**src/rtl/multi_cycle_alu.sv**
```systemverilog
// Multi-cycle ALU: single-cycle add/sub/shift/logic ops, iterative shift-add
// multiply and restoring divide taking WIDTH steps each.
module multi_cycle_alu #(
    parameter int WIDTH = 4,
    parameter int SHW   = 2
) (
    input  logic             clk,
    input  logic             reset,
    input  logic             start,
    input  logic [2:0]       op,
    input  logic [WIDTH-1:0] inA,
    input  logic [WIDTH-1:0] inB,
    input  logic [SHW-1:0]   inC,
    output logic             busy,
    output logic             done,
    output logic [WIDTH-1:0] ans,
    output logic [WIDTH-1:0] ans_hi,
    output logic             dz
);

    typedef enum logic [1:0] {IDLE, RUN, DONE} state_t;
    localparam int CW = $clog2(WIDTH) + 1;

    state_t            state, nextState;
    logic [CW-1:0]     cnt;
    logic              opDiv;
    logic [WIDTH-1:0]  aReg, bReg;
    // Working pair: multiply {partial high, multiplier/product low},
    // divide {remainder, dividend/quotient shift register}.
    logic [WIDTH-1:0]  hiReg, loReg;

    logic [WIDTH-1:0]  quick;
    logic [WIDTH:0]    mulSum, divTrial, divDiff;
    logic              divGe, lastStep, isLong;
    logic [WIDTH-1:0]  stepHi, stepLo;

    assign isLong   = (op[2:1] == 2'b11);
    assign lastStep = (cnt == CW'(WIDTH - 1));

    always_comb begin
        quick = '0;
        case (op)
            3'd0: quick = inA + inB;
            3'd1: quick = inA - inB;
            3'd2: quick = inA >> inC;
            3'd3: quick = $signed(inA) >>> inC;
            3'd4: quick = inA & inB;
            3'd5: quick = inA | inB;
            default: quick = '0;
        endcase
    end

    always_comb begin
        mulSum   = {1'b0, hiReg} + (loReg[0] ? {1'b0, aReg} : '0);
        divTrial = {hiReg, loReg[WIDTH-1]};
        divGe    = (divTrial >= {1'b0, bReg});
        divDiff  = divTrial - {1'b0, bReg};
        if (opDiv) begin
            stepHi = divGe ? divDiff[WIDTH-1:0] : divTrial[WIDTH-1:0];
            stepLo = {loReg[WIDTH-2:0], divGe};
        end else begin
            stepHi = mulSum[WIDTH:1];
            stepLo = {mulSum[0], loReg[WIDTH-1:1]};
        end
    end

    always_comb begin
        nextState = state;
        case (state)
            IDLE: if (start) nextState = isLong ? RUN : DONE;
            RUN:  if (lastStep) nextState = DONE;
            DONE: nextState = IDLE;
            default: nextState = IDLE;
        endcase
    end

    assign busy = (state != IDLE);
    assign done = (state == DONE);

    always_ff @(posedge clk or posedge reset) begin
        if (reset) state <= IDLE;
        else       state <= nextState;
    end

    always_ff @(posedge clk or posedge reset) begin
        if (reset) begin
            cnt    <= '0;
            opDiv  <= 1'b0;
            aReg   <= '0;
            bReg   <= '0;
            hiReg  <= '0;
            loReg  <= '0;
            ans    <= '0;
            ans_hi <= '0;
            dz     <= 1'b0;
        end else begin
            case (state)
                IDLE: if (start) begin
                    opDiv <= op[0];
                    aReg  <= inA;
                    bReg  <= inB;
                    cnt   <= '0;
                    if (isLong) begin
                        hiReg <= '0;
                        loReg <= op[0] ? inA : inB;
                    end else begin
                        ans    <= quick;
                        ans_hi <= '0;
                        dz     <= 1'b0;
                    end
                end
                RUN: begin
                    hiReg <= stepHi;
                    loReg <= stepLo;
                    cnt   <= cnt + 1'b1;
                    if (lastStep) begin
                        // Divide by zero reports all-ones quotient, dividend as remainder.
                        if (opDiv && bReg == '0) begin
                            ans    <= '1;
                            ans_hi <= aReg;
                            dz     <= 1'b1;
                        end else begin
                            ans    <= stepLo;
                            ans_hi <= stepHi;
                            dz     <= 1'b0;
                        end
                    end
                end
                default: ;
            endcase
        end
    end

endmodule
```
**config.mk**
```make
export PLATFORM = sky130hd
export DESIGN_NAME = multi_cycle_alu
export DESIGN_NICKNAME = d
export VERILOG_FILES = /design/src/rtl/multi_cycle_alu.sv
export SDC_FILE = /design/constraint.sdc
export NUM_CORES = 1
export LEC_CHECK = 0
export BUFFER_PORTS_ARGS = -buffer_cell sky130_fd_sc_hd__buf_4
export CORE_MARGIN = 2
export CORE_UTILIZATION = 55
export CTS_CLUSTER_SIZE = 10
export DETAILED_ROUTE_END_ITERATION = 6
export PLACE_DENSITY_LB_ADDON = 0.3
export RECOVER_POWER = 25
export SKIP_CTS_REPAIR_TIMING = 1
export SYNTH_ARGS = -nofsm -noshare
export SYNTH_HDL_FRONTEND = slang
export SYNTH_SLANG_ARGS = --single-unit
```
**constraint.sdc**
```tcl
create_clock -name clk -period 2.1 [get_ports clk]
set_input_delay 0.42 -clock clk [delete_from_list [all_inputs] [get_ports clk]]
set_output_delay 0.42 -clock clk [all_outputs]
set_load 0.03 [all_outputs]
```
==> impl_results.md <==
- Max transition margin: between 40% and 50%
- Slew Viols, Final: 0
- Clock Latency Late Sink: between 0.2 and 0.3 ns
- Core area: 4290 µm²
- GR Overflow Total: 0
- DP Area: 2720 µm²
- Async SR Flop Fraction: 100%
- Gr usage total: between 20 and 30%
- Number of diodes: 0
- Clock-pin slew on the worst setup and hold paths: about 0.070 ns
- Min Hold Slack: between 0.3 and 0.4 ns
- Setup TNS: 0 ns
- Mean post-synth cell area: approximately 9.0 µm²
- Routed Antenna Nets: 0
- DR vias/cell: 5.89
- Die area: between 4000 and 5000 µm²
- Total CTS buffers: 5
- R2r startpoint: hiReg[0]
- Hold WC Path Type: input pin to async pin
- Post-DP HPWL: ~4300 µm
- Top FF cell, synth: dfrtp_1
- Root Driver: clkbuf_8
- Capturing point of the worst reg2reg path: hiReg[3]
- Die W: about 70 µm
- Outcome: complete, no violations
- Fill cell count: approximately 350
- Final Setup Violations: 0
- Nature of the critical path endpoint: register
- Initial antenna violation count: 0
- Startpoint Class: register
- Worst Reg-to-Reg Cells: 6
- Fin crit period: 2.04 ns
- Setup CP Type: register to register
- Slew @ Worst Pin: approximately 0.8 ns
- CTS tree: done
- Most frequent cells in the layout: buf_4, dfrtp_1, nand2_1
- Post-synth EDFFs: 0
- Register area share after synthesis: between 30% and 40%
- Die height: between 70 and 80 µm
- Worst vdd ir: 699 µV
- Syn_nets: a little over 300
- Critical Path RT: about 2.3 ns
- Endpoints failing hold: 0
- Worst Path Arrival: 2.27 ns
- H-tree levels: 2
- DRC: 0
- P_leak: around 1.3 nW
- Final design utilization: about two thirds
- Synth Register Bits: 31
- Number of I/O pins: 27
- Routed length per placed instance: 16.4 µm
- Achievable frequency: 489 MHz
- Commonest non-fill, non-tap cell in the layout: buf_4
- Overall power: approximately 0.0039 W
- Crit path max fanout: 5
- Net count, final: between 300 and 400
- Cell area after synthesis: ~2400 µm²
- Clk sinks: 31
- Pre-Repair DR Iteration Count: 5
- Vias: around 2100
- PD cells: 1360 nW/µm²
- Mapped Cells: roughly 270
- Starting density of the core: between 50% and 60%
- Core Rows: 24
- Number of DRC markers in iteration 0: roughly 160
- Largest net degree at the start of global routing: 32
- Final period util: between 90% and 100%
- FF-to-FF setup slack: 0.06 ns
- Number of synthesis warnings: 0
- First-pass GRT wire length: 9850 µm
- Skew final: 0.00630 ns
- Final Wtd Congestion: just over 0.9
- Area growth, synth to finish: 19.2%
- Number of global-route vias before repair: 2074
- Post-route cell area: 2870 µm²
- CTS max path bufs: 2
- Fraction of layout cells with a size suffix above 1: about 26%
- WL final: approximately 5800 µm
- Max_cap viols: 0
- PortBufs: 26
- Unique masters post-synth: 56
-- metrics by stage --
step | setup slack [ns] | std cells
after floorplan | 0.00361 | 267
final | 0.0560 | 356
after global routing | -0.0188 | 356
after global placement | -0.127 | 347
after CTS | 0.0159 | 355
after detailed placement | -0.139 | 347
-- cells in the mapped netlist (6+ instances only) --
master,number,area [µm²]
mux2i_1,8,80.1
nor2b_1,8,50.1
nor2_1,11,41.3
a21oi_1,14,70.1
inv_1,18,67.6
buf_2,11,55.1
mux2_2,9,101
and2_1,6,37.5
o21ai_0,19,95.1
nand2_1,26,97.6
ha_1,16,200
dfrtp_1,31,776
-- cell families after synthesis --
| kind of cell | Yosys count | share of synthesized area (%) |
|---|---|---|
| compound gates | 77 | 21.0 |
| xor+xnor | 6 | 2.18 |
| fa+ha+maj | 20 | 11.2 |
| buf+inv | 34 | 6.65 |
| flops | 31 | 32.2 |
| mux | 18 | 8.47 |
| simple gates | 81 | 18.3 |
-- worst max-delay path, cell delays in order, from the launching register on --
cell	delay [ns]
dfrtp_1	0.45
ha_1	0.34
nor2b_1	0.14
o21ai_0	0.31
a21oi_1	0.14
a311oi_2	0.40
a22o_1	0.19
-- layout make-up --
cell class	instances	area [µm²]	area share, %
Clock buffer	6	82.6	2.88
Clock inverter	2	35.0	1.22
Inverter	19	71.3	2.48
Multi-Input combinational cell	202	1510	52.7
Sequential cell	31	776	27.0
Tap cell	52	65.1	2.27
Timing Repair Buffer	44	328	11.4
-- how the worst max path moves through the flow --
stage               startpoint   endpoint  slack (ns)  cells after the start
floorplan                op[2]     ans[2]       0.004                     11
global placement        inB[0]     ans[2]       -0.13                     11
detailed placement      inB[0]     ans[2]       -0.14                     11
CTS                   loReg[0]   hiReg[3]        0.02                      8
global route          hiReg[0]  ans_hi[3]       -0.02                      6
finish                hiReg[0]   hiReg[3]        0.06                      6
-- registers in the layout, indices dropped and copies added, names as in the netlist --
register,cells
bReg,4
hiReg,4
ans_hi,4
cnt,3
loReg,4
state,2
opDiv,1
dz,1
ans,4
aReg,4
-- layer usage --
| metal | track usage [%] | wire length, µm | up-vias |
|---|---|---|---|
| met1 | 34.1 | 2710 | 1018 |
| met4 | 6.62 | 48 | 0 |
| met5 | 0 | 0 | - |
| li1 | - | - | 1026 |
| met2 | 42.3 | 2810 | 48 |
| met3 | 5.19 | 254 | 5 |
-- power breakdown --
part	internal [W]	switching [W]	leakage, nW	total (W)
sequential	0.000840	0.000218	0.390	0.00106
clock	0.000384	0.000236	0.0612	0.000619
combinational	0.000946	0.00128	0.892	0.00222
No activity file was read; power rests on OpenSTA's default activity.
